[config.mk]
export PLATFORM = sky130hd
export DESIGN_NAME = pipe_ctrl_hz
export DESIGN_NICKNAME = d
export VERILOG_FILES = /design/src/rtl/pipe_ctrl_hz.sv
export SDC_FILE = /design/constraint.sdc
export NUM_CORES = 1
export LEC_CHECK = 0
export BUFFER_PORTS_ARGS = -buffer_cell sky130_fd_sc_hd__buf_2
export CAP_MARGIN = 20
export CORE_UTILIZATION = 46
export DETAILED_ROUTE_END_ITERATION = 12
export HOLD_SLACK_MARGIN = 0.02
export PLACE_DENSITY = 0.8
export SLEW_MARGIN = 10
export SYNTH_ARGS = -nofsm -noshare
export SYNTH_HDL_FRONTEND = slang
export SYNTH_SLANG_ARGS = --single-unit
export TNS_END_PERCENT = 100
[constraint.sdc]
create_clock -name clk -period 2.35 [get_ports clk]
set_input_delay 0 -clock clk [delete_from_list [all_inputs] [get_ports clk]]
set_output_delay 0 -clock clk [all_outputs]
set_load 0.02 [all_outputs]
[src/rtl/pipe_ctrl_hz.sv]
// Five-stage control pipeline with load-use stall, EX redirect flush and counters.
// Build option: define FORWARD_EN for bypass selects; otherwise any RAW stalls.
module pipe_ctrl_hz #(
  parameter int              XLEN     = 32,
  parameter logic [XLEN-1:0] RESET_PC = '0,
  parameter logic [31:0]     NOP_INST = 32'h00000013
) (
  input  logic            clk,
  input  logic            rst,
  input  logic [31:0]     inst,
  input  logic            redirect_valid,
  input  logic [XLEN-1:0] redirect_target,
  output logic [XLEN-1:0] pc,
  output logic [XLEN-1:0] pcID,
  output logic [XLEN-1:0] pcEX,
  output logic [31:0]     instID,
  output logic [31:0]     instEX,
  output logic [31:0]     instMEM,
  output logic [31:0]     instWB,
  output logic            validID,
  output logic            validEX,
  output logic            validMEM,
  output logic            validWB,
  output logic            stall,
  output logic [1:0]      fwd_a_sel,
  output logic [1:0]      fwd_b_sel,
  output logic [XLEN-1:0] stall_cnt,
  output logic [XLEN-1:0] flush_cnt
);

  localparam logic [6:0] OP_LUI    = 7'b0110111;
  localparam logic [6:0] OP_AUIPC  = 7'b0010111;
  localparam logic [6:0] OP_JAL    = 7'b1101111;
  localparam logic [6:0] OP_JALR   = 7'b1100111;
  localparam logic [6:0] OP_BRANCH = 7'b1100011;
  localparam logic [6:0] OP_LOAD   = 7'b0000011;
  localparam logic [6:0] OP_STORE  = 7'b0100011;
  localparam logic [6:0] OP_IMM    = 7'b0010011;
  localparam logic [6:0] OP_OP     = 7'b0110011;

  function automatic logic wr(input logic [31:0] i);
    logic op;
    op = (i[6:0] == OP_LUI)  || (i[6:0] == OP_AUIPC)
      || (i[6:0] == OP_JAL)  || (i[6:0] == OP_JALR)
      || (i[6:0] == OP_LOAD) || (i[6:0] == OP_IMM)
      || (i[6:0] == OP_OP);
    return op && (i[11:7] != 5'd0);
  endfunction

  function automatic logic u1(input logic [31:0] i);
    return (i[6:0] == OP_JALR)  || (i[6:0] == OP_BRANCH)
        || (i[6:0] == OP_LOAD)  || (i[6:0] == OP_STORE)
        || (i[6:0] == OP_IMM)   || (i[6:0] == OP_OP);
  endfunction

  function automatic logic u2(input logic [31:0] i);
    return (i[6:0] == OP_BRANCH) || (i[6:0] == OP_STORE)
        || (i[6:0] == OP_OP);
  endfunction

  // producer p (valid pv) writes a register consumer c (valid cv) reads
  function automatic logic hits(
    input logic [31:0] p, input logic pv,
    input logic [31:0] c, input logic cv
  );
    logic m1, m2;
    m1 = u1(c) && (p[11:7] == c[19:15]);
    m2 = u2(c) && (p[11:7] == c[24:20]);
    return pv && cv && wr(p) && (m1 || m2);
  endfunction

  logic hz;

  // hazard detection and operand bypass selection
  always_comb begin
    hz        = 1'b0;
    fwd_a_sel = 2'b00;
    fwd_b_sel = 2'b00;
`ifdef FORWARD_EN
    hz = (instEX[6:0] == OP_LOAD)
      && hits(instEX, validEX, instID, validID);
    unique case (1'b1)
      validEX && u1(instEX) && validMEM && wr(instMEM)
        && (instMEM[11:7] == instEX[19:15]): fwd_a_sel = 2'b01;
      validEX && u1(instEX) && validWB && wr(instWB)
        && (instWB[11:7] == instEX[19:15]):  fwd_a_sel = 2'b10;
      default:                               fwd_a_sel = 2'b00;
    endcase
    unique case (1'b1)
      validEX && u2(instEX) && validMEM && wr(instMEM)
        && (instMEM[11:7] == instEX[24:20]): fwd_b_sel = 2'b01;
      validEX && u2(instEX) && validWB && wr(instWB)
        && (instWB[11:7] == instEX[24:20]):  fwd_b_sel = 2'b10;
      default:                               fwd_b_sel = 2'b00;
    endcase
`else
    hz = hits(instEX,  validEX,  instID, validID)
      || hits(instMEM, validMEM, instID, validID)
      || hits(instWB,  validWB,  instID, validID);
`endif
    stall = hz && !redirect_valid;
  end

  // fetch PC, IF/ID and ID/EX with flush and bubble handling
  always_ff @(posedge clk) begin
    if (rst) begin
      pc      <= RESET_PC;
      instID  <= NOP_INST;
      pcID    <= '0;
      validID <= 1'b0;
      instEX  <= NOP_INST;
      pcEX    <= '0;
      validEX <= 1'b0;
    end else if (redirect_valid) begin
      pc      <= redirect_target;
      instID  <= NOP_INST;
      pcID    <= '0;
      validID <= 1'b0;
      instEX  <= NOP_INST;
      pcEX    <= '0;
      validEX <= 1'b0;
    end else if (stall) begin
      instEX  <= NOP_INST;
      pcEX    <= '0;
      validEX <= 1'b0;
    end else begin
      pc      <= pc + XLEN'(4);
      instID  <= inst;
      pcID    <= pc;
      validID <= 1'b1;
      instEX  <= instID;
      pcEX    <= pcID;
      validEX <= validID;
    end
  end

  // EX/MEM and MEM/WB always drain
  always_ff @(posedge clk) begin
    if (rst) begin
      instMEM  <= NOP_INST;
      validMEM <= 1'b0;
      instWB   <= NOP_INST;
      validWB  <= 1'b0;
    end else begin
      instMEM  <= instEX;
      validMEM <= validEX;
      instWB   <= instMEM;
      validWB  <= validMEM;
    end
  end

  // stall and flush event counters
  always_ff @(posedge clk) begin
    if (rst) begin
      stall_cnt <= '0;
      flush_cnt <= '0;
    end else begin
      if (redirect_valid) flush_cnt <= flush_cnt + XLEN'(1);
      if (stall)          stall_cnt <= stall_cnt + XLEN'(1);
    end
  end

endmodule
; Word-level counts from Yosys, hierarchy flattened
; Index checks and enable logic that the tools add are counted.
[totals]
reg_bits = 292
input_bits = 67
output_inout_bits = 297
wordCells = 107
[classes]
add_sub_neg = 3
n_eq_ne = 34
n_mux = 2
reduce_logical = 55
[ops]
columns = operator, n
row1 = $add A32 B1 Y32 const B, 2
row2 = $mux W32, 2
row3 = $eq A7 B6 Y1 const B, 8
row4 = $eq A7 B7 Y1 const B, 8
row5 = $eq A7 B5 Y1 const B, 7
row6 = $add A32 B3 Y32 const B, 1
row7 = $eq A5 B5 Y1, 6
row8 = $logic_or A1 B1 Y1, 30
row9 = $eq A7 B2 Y1 const B, 4
row10 = $logic_and A1 B1 Y1, 19
row11 = $reduce_bool A5 Y1, 3
row12 = $reduce_or A3 Y1, 1
row13 = $ne A2 B2 Y1 const B, 1
row14 = $reduce_or A2 Y1, 1
row15 = $logic_not A1 Y1, 1

; Logic depth before layout (Yosys ltp)
[logic_depth]
ltp_word = 15
depth_mapped = 10
depth_no_buf = 8

; Worst setup path after synthesis
; No wires, ideal clock.
[synth_path]
kind = flip-flop to flip-flop
start = register instID[1]
end = register stall_cnt[31]
setup_time_ps = 70
t_arrival_ps = 2475
required_time_ps = 2280
setup_slack_ps = -195
path_stages_with_launch = 8
path_buffers = 0
synth_period_minus_slack_ps = 2545
cell_sequence = dfxtp_1 > nand3b_4 > a2111oi_4 > nand3_1 > a21o_2 > a311o_1 > or4_1 > a21oi_1
[synth_between]
elab_chain_cells = 12
elab_cells_between_ends = 28
classes_between = eq/ne (6) / reduce/logical (22)
[synth_lines]
columns = element, line_no
row1 = from (decl), 16  ; output logic [31:0] instID,
row2 = from (signal assigned), 128  ; instID <= inst;
row3 = "$eq A7 B7 Y1, on equally long branches", "51, 57"
row4 = $logic_or A1 B1 Y1, 51  ; return (i[6:0] == OP_JALR) || (i[6:0] == OP_BRANCH)
row5 = $logic_or A1 B1 Y1 (2 in a row), 52  ; || (i[6:0] == OP_LOAD) || (i[6:0] == OP_STORE)
row6 = $logic_or A1 B1 Y1 (2 in a row), 53  ; || (i[6:0] == OP_IMM) || (i[6:0] == OP_OP);
row7 = $logic_and A1 B1 Y1, 67  ; m1 = u1(c) && (p[11:7] == c[19:15]);
row8 = $logic_or A1 B1 Y1, 69  ; return pv && cv && wr(p) && (m1 || m2);
row9 = $logic_and A1 B1 Y1, 69
row10 = $logic_or A1 B1 Y1, 98  ; || hits(instMEM, validMEM, instID, validID)
row11 = $logic_or A1 B1 Y1 *, 99  ; || hits(instWB, validWB, instID, validID);
row12 = $logic_and A1 B1 Y1 *, 101  ; stall = hz && !redirect_valid;
row13 = to (signal assigned), 159  ; if (stall) stall_cnt <= stall_cnt + XLEN'(1);
row14 = to (decl), 27  ; output logic [XLEN-1:0] stall_cnt,
; Mark *: on every way between the ends. The rest lies on a longest branch, timed or not.
; A chain may end at the register's enable or synchronous reset.

; Worst setup path after layout
[layout_path]
start = register instID[3]
end = register stall_cnt[29]
; Same word-level chain as after synthesis.

==> results.md <==
* Unrepaired setup endpoints after global routing: yes
* Total grt overflow at 0
* Synth warn at 0
* WP buf/inv at 3
* Flops & latches, synth at ~300
* Final period util at 1.06
* CTS clock-pin slew for the worst setup and hold paths at approximately 0.060 ns
* Clk Latency, worst-skew pair at 0.57 ns
* CP Class: reg2reg
* CP max stage delay at roughly 0.34 ns
* CP startpoint kind: flop
* Cells after Synth at approximately 1300
* WP depth at 10
* Critical path, cell by cell: nand3b_4, buf_4, a21oi_4, nand4b_1, a21o_4, buf_6, a311oi_2, buf_4, nand4_1, mux2_4
* Final WL at between 30000 and 40000 um
* Max-cap violations at 0
* Post-synthesis mux area share at 0.00559
* Vias per inst at 5.50
* Critical Path Slowest Stage Cell: dfxtp_4
* Post-route minimum period at 2.48 ns
* Synth Area per Inst at between 8 and 9 um2
* Finished Cell Area at approximately 0.017 mm2
* DRT Pass-1 Iters at 5
* Post-synthesis adder-cell area fraction at 0.00335
* Layout area overhead at 47.9%
* Outcome: complete, but fails checks
* Core area at around 0.024 mm2
* IO Pins at between 300 and 400
* Initial antenna violation count at 1
* Most common cell after layout, fill and taps aside: buf_2
* Placer Congestion at 0.911
* Row count at between 50 and 60
* Most Frequent Cell on Critical Path: buf_4
* Layout cells sized above 1 at 0.372
* Final HPWL from detailed placement at between 20000 and 25000 um
* Vias in the first global route at ~11000
* Max-slew violations at 0
* Worst-margin pin slew at slightly below 1 ns
* R2R cell count at 10
* Root buffer cell: clkbuf_16
* Hold path depth at 3
* Post-synth EDFFs at 0
* Largest family of logic cells by synthesized area: simple AND/OR/NAND/NOR gates
* DIE WIDTH at 158 um
* Delay-heaviest family, CP: compound AO/OA/AOI/OAI gates
* CP Max Fanout at 5
* DP Area at 0.0139 mm2
* Slew headroom at 0.347
* Largest net degree at the start of global routing at 85
* Failing checks: negative setup slack
* CTS Buf Count at 30
* Initial Utilization at 0.473
* GRT Resource Usage Total at 0.296
* Critical Path RT at ~2.8 ns
* Endpoints failing hold at 0
* Highest clock rate at just over 400 MHz
* Clock sink count at around 300
* Yosys cell types at 58
* Max IR drop VDD at 0.491 mV
* Post-route ant nets at 0
* Top_reg_cell synth: dfxtp_1
* NumNets Final at ~1800
* HP Class: in2reg
* Port-buffer cells at about 360
* Setup total negative slack at -1.61 ns
* WL per Instance at 18.6 um
* Post-Synthesis Cell Area at around 0.011 mm2
* H-tree depth at 1
* DRT iter0 DRCs at 962
* Simple-Gate Fraction of Synth Area at 0.266
* Pwr per Cell Area at between 600 and 700 mW/mm2
* DR vias at between 10000 and 15000
* Die height at about 160 um
* Highest-count cells in the layout ignoring fill and taps: buf_2, dfxtp_1, nand2_1
* Synth Area in XOR/XNOR at 0.0446
* Leak Pwr at just under 8 nW
* Final setup margin at -0.132 ns
* Maximum clock insertion buffer count at 3
* WP data arrival at roughly 2.9 ns
* TritonCTS clock tree: yes
* Post-synthesis sequential area ratio at 0.522
* Die area at between 0.02 and 0.025 mm2
* First-pass GRT wire length at 57800 um
* Setup violators final at 22
* Drt drc at 0
* Clock Skew at 0.0192 ns
* Post-synthesis compound-gate area fraction at 0.118
* Ys async rst share at 0
* Crit path capture type: flop
-- cell usage after synthesis, drive strengths merged, types with 14 or more instances --
master / n / area, um2
buf: 14 / 93.8
dfxtp: 292 / 5850
or3: 34 / 216
clkbuf: 62 / 234
a21oi: 99 / 495
and3: 77 / 483
o21ai: 38 / 190
inv: 33 / 124
nand3: 45 / 225
nor2b: 63 / 394
nand2: 158 / 593
xor2: 47 / 412
nand4: 29 / 188
or4: 14 / 105
nor2: 95 / 357
a311oi: 20 / 175
nor3: 18 / 90.1
-- layout make-up --
type	count	area, um2
tap	319	399
sequential	292	5900
multi-input combinational	859	5370
clock inverter	15	244
clock buffer	40	858
antenna	2	5.00
timing repair buffer	559	3650
inverter	33	124
fill	1717	7130
-- worst paths after layout --
| path | slack (ns) | startpoint | endpoint |
|---|---|---|---|
| max | -0.13 | instID[3]$_SDFFE_PP0N_ | stall_cnt[29]$_SDFFE_PP0P_ |
| min | 0.20 | inst[1] | instID[1]$_SDFFE_PP1N_ |
| max reg2reg | -0.13 | instID[3]$_SDFFE_PP0N_ | stall_cnt[29]$_SDFFE_PP0P_ |
| min reg2reg | 0.45 | instMEM[18]$_SDFF_PP0_ | instWB[18]$_SDFF_PP0_ |
-- power breakdown --
part           total (mW)  switching [mW]  internal [mW]
Combinational       0.900           0.529          0.372
Clock                5.25            2.04           3.22
Sequential           5.18           0.119           5.06
-- per-stage QoR --
step                      setup slack, ns  power [mW]  hold WS (ns)  cells   util
after CTS                          -0.137        11.3         0.194   2094  0.672
after global placement             -0.153        5.99         0.205   1952  0.586
after detailed placement           -0.206        6.01         0.200   1952  0.586
after floorplan                   -0.0394        5.68         0.104   1256      -
final                              -0.132        11.3         0.199   2119  0.699
after global routing               -0.182        11.7         0.211   2118  0.699
-- state kept, by name (all words and copies together) (netlist names) --
signal	count
flush_cnt	32
stall_cnt	32
validWB	1
pcID	32
validID	1
pc	32
instWB	32
validEX	1
instEX	32
instMEM	32
pcEX	32
validMEM	1
instID	32
-- timing repair --
item | CTS | global route
resized for setup | 28 | 106
pin swaps | 16 | 42
hold buffers | 67 | 0
endpoints found under the hold margin | 70 | 0
cloned | 4 | 1
setup endpoints to repair | 47 | 171
setup buffers | 16 | 23
-- layer usage --
metal / track usage / wire length [um] / up-vias
li1: - / - / 5399
met1: 0.344 / 15400 / 5530
met2: 0.518 / 19300 / 601
met3: 0.0613 / 3160 / 131
met4: 0.141 / 1650 / 0
met5: 0 / 0 / -
-- cell families after synthesis --
group	count (synthesis)
adders and majority gates	3
DFF	292
buffers and inverters	109
muxes	6
and+or+nand+nor	575
other	1
xor gates and xnor gates	57
AOI/OAI and AO/OA	210
-- tightest hold or removal path, stage by stage --
cell           delay [ns]
dlygate4sd3_1        0.54
buf_2                0.10
or3_1                0.10
(Power assumes the default switching activity.)
